**config.mk**
```make
export PLATFORM = sky130hd
export DESIGN_NAME = display_7seg_mux
export DESIGN_NICKNAME = d
export VERILOG_FILES = /design/src/rtl/seg7_pkg.sv /design/src/rtl/bcd_seg_lut.sv /design/src/rtl/display_7seg_mux.sv
export SDC_FILE = /design/constraint.sdc
export NUM_CORES = 1
export LEC_CHECK = 0
export BUFFER_PORTS_ARGS = -buffer_cell sky130_fd_sc_hd__buf_4
export CORE_ASPECT_RATIO = 2
export CORE_UTILIZATION = 45
export CTS_CLUSTER_SIZE = 30
export DETAILED_ROUTE_END_ITERATION = 8
export PLACE_DENSITY = 0.63
export SLEW_MARGIN = 20
export SYNTH_ARGS = -nofsm -noshare
export SYNTH_HDL_FRONTEND = slang
export SYNTH_SLANG_ARGS = --single-unit
```
**constraint.sdc**
```tcl
create_clock -name clk -period 2.4 [get_ports clk]
set_input_delay 0.36 -clock clk [delete_from_list [all_inputs] [get_ports clk]]
set_output_delay 0.36 -clock clk [all_outputs]
set_load 0.01 [all_outputs]
```
**src/rtl/seg7_pkg.sv**
```systemverilog
// seg7_pkg: shared BCD digit type and 7-segment glyph constants (bit0=a .. bit6=g).
package seg7_pkg;
  typedef logic [3:0] bcd_t;
  localparam logic [6:0] SEG_0 = 7'h3F;
  localparam logic [6:0] SEG_1 = 7'h06;
  localparam logic [6:0] SEG_2 = 7'h5B;
  localparam logic [6:0] SEG_3 = 7'h4F;
  localparam logic [6:0] SEG_4 = 7'h66;
  localparam logic [6:0] SEG_5 = 7'h6D;
  localparam logic [6:0] SEG_6 = 7'h7D;
  localparam logic [6:0] SEG_7 = 7'h07;
  localparam logic [6:0] SEG_8 = 7'h7F;
  localparam logic [6:0] SEG_9 = 7'h6F;
  localparam logic [6:0] SEG_E = 7'h79;
  localparam logic [6:0] SEG_OFF = 7'h00;
  function automatic logic bcd_valid(bcd_t d);
    return d <= 4'd9;
  endfunction
endpackage

```
**src/rtl/bcd_seg_lut.sv**
```systemverilog
// bcd_seg_lut: combinational BCD code to segment pattern; codes above 9 show "E".
module bcd_seg_lut
  import seg7_pkg::*;
(
  input  bcd_t       code_i,
  output logic [6:0] seg_o
);
  always_comb begin
    case (code_i)
      4'd0: seg_o = SEG_0;
      4'd1: seg_o = SEG_1;
      4'd2: seg_o = SEG_2;
      4'd3: seg_o = SEG_3;
      4'd4: seg_o = SEG_4;
      4'd5: seg_o = SEG_5;
      4'd6: seg_o = SEG_6;
      4'd7: seg_o = SEG_7;
      4'd8: seg_o = SEG_8;
      4'd9: seg_o = SEG_9;
      default: seg_o = SEG_E;
    endcase
  end
endmodule

```
**src/rtl/display_7seg_mux.sv**
```systemverilog
// display_7seg_mux: multiplexed N-digit 7-segment driver with dead time, leading-zero blanking and blink.
module display_7seg_mux
  import seg7_pkg::*;
#(
  parameter int NUM_DIGITS     = 4,
  parameter int SCAN_DIV       = 50000,
  parameter int DEAD_CYCLES    = 1,
  parameter int BLINK_DIV      = 256,
  parameter bit SEG_ACTIVE_LOW = 1'b0,
  parameter bit AN_ACTIVE_LOW  = 1'b0
) (
  input  logic                    clk,
  input  logic                    rst_n,
  input  logic [4*NUM_DIGITS-1:0] bcd_in,
  input  logic                    load,
  input  logic                    blank_lz,
  input  logic                    blink_en,
  output logic [6:0]              display,
  output logic [NUM_DIGITS-1:0]   anode
);
  localparam int PW = SCAN_DIV > 1 ? $clog2(SCAN_DIV) : 1;
  localparam int IW = NUM_DIGITS > 1 ? $clog2(NUM_DIGITS) : 1;
  localparam int BW = BLINK_DIV > 1 ? $clog2(BLINK_DIV) : 1;
  localparam logic [6:0] SEG_INACT = {7{SEG_ACTIVE_LOW}};
  localparam logic [NUM_DIGITS-1:0] AN_INACT = {NUM_DIGITS{AN_ACTIVE_LOW}};
  logic [4*NUM_DIGITS-1:0] shadow_q, shadow_d;
  logic [PW-1:0] prescaler_q, prescaler_d;
  logic [IW-1:0] idx_q, idx_d;
  logic [BW-1:0] blink_cnt_q, blink_cnt_d;
  logic blink_phase_q, blink_phase_d;
  logic [6:0] display_q, display_d;
  logic [NUM_DIGITS-1:0] anode_q, anode_d;
  logic tick, last_digit, scan_end, blink_wrap, dead, blanked;
  logic [4*NUM_DIGITS-1:0] upper;
  logic [6:0] seg;
  bcd_t digit;
  bcd_seg_lut u_lut (
    .code_i(digit),
    .seg_o (seg)
  );
  // Shifting the word down by the current index leaves exactly the digits j >= idx,
  // which both selects the digit and tests the leading-zero condition.
  always_comb begin
    tick          = prescaler_q == PW'(SCAN_DIV - 1);
    last_digit    = idx_q == IW'(NUM_DIGITS - 1);
    scan_end      = tick && last_digit;
    blink_wrap    = blink_cnt_q == BW'(BLINK_DIV - 1);
    upper         = shadow_q >> {idx_q, 2'b00};
    digit         = bcd_t'(upper);
    blanked       = blank_lz && idx_q != '0 && upper == '0;
    dead          = int'(prescaler_q) < DEAD_CYCLES;
    shadow_d      = load ? bcd_in : shadow_q;
    prescaler_d   = tick ? '0 : prescaler_q + 1'b1;
    idx_d         = !tick ? idx_q : last_digit ? '0 : idx_q + 1'b1;
    blink_cnt_d   = !scan_end ? blink_cnt_q : blink_wrap ? '0 : blink_cnt_q + 1'b1;
    blink_phase_d = blink_phase_q ^ (scan_end && blink_wrap);
    display_d     = (blanked ? SEG_OFF : seg) ^ SEG_INACT;
    anode_d       = ((dead || (blink_en && blink_phase_q)) ? '0
                    : NUM_DIGITS'(1) << idx_q) ^ AN_INACT;
  end
  always_ff @(posedge clk or negedge rst_n) begin
    if (!rst_n) begin
      shadow_q      <= '0;
      prescaler_q   <= '0;
      idx_q         <= '0;
      blink_cnt_q   <= '0;
      blink_phase_q <= 1'b0;
      display_q     <= SEG_INACT;
      anode_q       <= AN_INACT;
    end else begin
      shadow_q      <= shadow_d;
      prescaler_q   <= prescaler_d;
      idx_q         <= idx_d;
      blink_cnt_q   <= blink_cnt_d;
      blink_phase_q <= blink_phase_d;
      display_q     <= display_d;
      anode_q       <= anode_d;
    end
  end
  assign display = display_q;
  assign anode   = anode_q;
endmodule

```
==> flow_metrics.tcl <==
set metrics [dict create \
    status "complete, but fails checks" \
    violations "DRC" \
    synth-main-ff-cell "dfrtp_1" \
    cp-end-kind "register" \
    synth_area_um2 2691 \
    slew_headroom_pct 54.54 \
    cap_violations 0 \
    syn2layout_area_growth_pct 16.97 \
    wl_mm 5.681 \
    dieArea_um2 6313 \
    crit_type "register to register" \
    r2r_setup_slack_ns 0.24 \
    wire_per_inst_um 17.27 \
    port_buffers 31 \
    synthDistinctLibCells 47 \
    p_leak_nw 1.392 \
    htree_num_levels 2 \
    avgViaCountPerCell 5.854 \
    yosys_register_bits 54 \
    die_h_um 111.4 \
    setup_violations 0 \
    clk_pin_slew_ns 0.07 \
    cts_buffers 5 \
    nNetsFinal 299 \
    avgSynthCellArea_um2 11.60 \
    rsz0062_at_grt "no" \
    grt_remaining_overflow 0 \
    initial_utilization_pct 46.74 \
    cp.required_ns 2.55 \
    synthArstFlopShare_pct 100.0 \
    tns_ns 0 \
    clockBufferDepth 2 \
    yosysSeqAreaShare_pct 50.21 \
    ys_warn_count 0 \
    first_iter_violations 87 \
    diodes 0 \
    antenna_found_initial 0 \
    critPathLaunchType "register" \
    pin_count 32 \
    grt_pass1_vias 2000 \
    place.gp.congestion 0.8581 \
    min_period_over_period_pct 90.00 \
    hold_viol 0 \
    drive_gt1_share_pct 26.49 \
    placedCellCount 321 \
    grt_pass1_wl_mm 9.756 \
    chipWidth_um 56.69 \
    drv_slew 0 \
    p_per_area_nw_per_um2 631.9 \
    cts_tree "yes" \
    finClkSkew_ns 0.007876 \
    route.detailed.drc 8 \
    cts_resized 0 \
    r2r_end "display[2]" \
    post_cts_buffers 0 \
    hold_class "input pin to async pin" \
    worstPathArrival_ns 2.31 \
    worstReg2RegStart "idx_q[0]" \
    layout_setup_ws_ns 0.2399 \
    ctsHoldBuffers 0 \
    ctsRootBufferMaster "clkbuf_16" \
    vdd_drop_max_mv 0.5858 \
    grt_use_total_pct 20.34 \
    num_vias 1926 \
    insertion_delay_ns 0.29 \
    synth-edff-count 0 \
    grt_max_degree 55 \
    drtPass1Iterations 6 \
    worst_pin_slew_ns 0.6819 \
    cts_sinks 54 \
    final_util_pct 54.67 \
    final_common_cell "dfrtp_1" \
    reg2reg_depth 6 \
    layoutNonFillerInstCount 329 \
    final_cell_mix "53 x dfrtp_1, 34 x buf_4, 19 x mux2_2, 15 x nor2_1, 12 x a21oi_1" \
    fin_crit_ns 2.160 \
    place_ws_ns 0.1641 \
    antenna_left 0 \
    synth_fp_nets 264 \
    max_freq_ghz 0.4629 \
    synthCells 232 \
    cp_max_fo 8 \
    row_count 39 \
    core_area_um2 5758 \
    dp_hpwl_mm 4.203 \
]
==> kinds of logic (layout without fill, tap and decap cells) <==
group           count (synthesis)  count (layout)  synth area share [%]
simple gates                   78              78                 17.02
flops                          54              54                 50.21
compound gates                 33              33                 8.043
mux                            23              23                 11.30
buf+inv                        17              53                 3.114
xor+xnor                       16              16                 5.207
fa+ha+maj                      11              11                 5.114
==> worst max-delay path, stage by stage (launching register included) <==
cell and delay (ns):
dfrtp_2 0.46, mux4_2 0.58, inv_1 0.14, ha_1 0.19
nor4b_1 0.21, and3_1 0.34, a2bb2oi_1 0.11
==> layout make-up <==
class,count,area [um2]
Clock buffer,6,128.9
Inverter,11,41.29
Sequential cell,54,1353
Fill cell,516,2610
Timing Repair Buffer,34,255.2
Multi-Input combinational cell,161,1256
Tap cell,61,76.32
Clock inverter,2,37.54
==> power breakdown <==
group / switching, mW / internal [mW] / total (mW)
Clock: 0.322 / 0.493 / 0.815
Sequential: 0.0338 / 0.953 / 0.987
Combinational: 0.0886 / 0.0987 / 0.187
Total: 0.445 / 1.54 / 1.99
==> Yosys cell counts, types with 2 or more instances <==
library cell	instances	area, um2
nor4b_1	2	17.52
inv_1	11	41.29
and3_1	7	43.79
o21ai_0	3	15.01
ha_1	11	137.6
xnor2_1	8	70.07
nor2b_1	2	12.51
nor2_1	15	56.30
dfrtp_1	54	1351
nor4_1	3	18.77
a21oi_1	12	60.06
nand2b_1	3	18.77
xor2_1	8	70.07
a22oi_1	2	15.01
o31ai_1	2	15.01
clkbuf_1	2	7.510
a31o_1	3	26.28
and2_1	6	37.54
a41oi_1	2	17.52
a31oi_1	2	12.51
nand3_1	11	55.05
nor3_1	5	25.02
mux4_2	4	90.09
nand4_1	8	50.05
nand2_1	6	22.52
mux2_2	19	214.0
==> through the flow <==
step | instance area, um2 | hold slack (ns) | total power [mW]
after global routing | 3148 | 0.1639 | 2.064
after global placement | 2980 | 0.4416 | 1.191
after floorplan | 2691 | 0.06441 | 1.091
after detailed placement | 2980 | 0.4486 | 1.193
final | 3148 | 0.1066 | 1.989
after CTS | 3147 | 0.1323 | 2.012
==> state kept, by name, indices dropped and copies added (netlist names) <==
signal and flops:
prescaler_q 16, blink_phase_q 1, blink_cnt_q 8, anode 4, shadow_q 16, idx_q 2
display 7
==> worst max path at each step <==
stage                     startpoint    endpoint  slack (ns)  cells after the start
final                       idx_q[0]  display[2]        0.24                      6
after floorplan             idx_q[0]  display[2]        0.18                      8
after CTS                   idx_q[0]  display[2]        0.16                      6
after global placement      idx_q[0]  display[2]        0.25                      6
after detailed placement    idx_q[0]  display[2]        0.16                      6
after global routing        idx_q[0]  display[3]        0.08                      6
==> per-layer routing <==
layer	track usage (%)	vias up	share of wire, %
met4	10.33	0	3.3
met5	0	-	0
met3	2.904	12	3.0
met2	38.57	51	58
li1	-	914	-
met1	20.69	949	35
(Power assumes the default switching activity.)
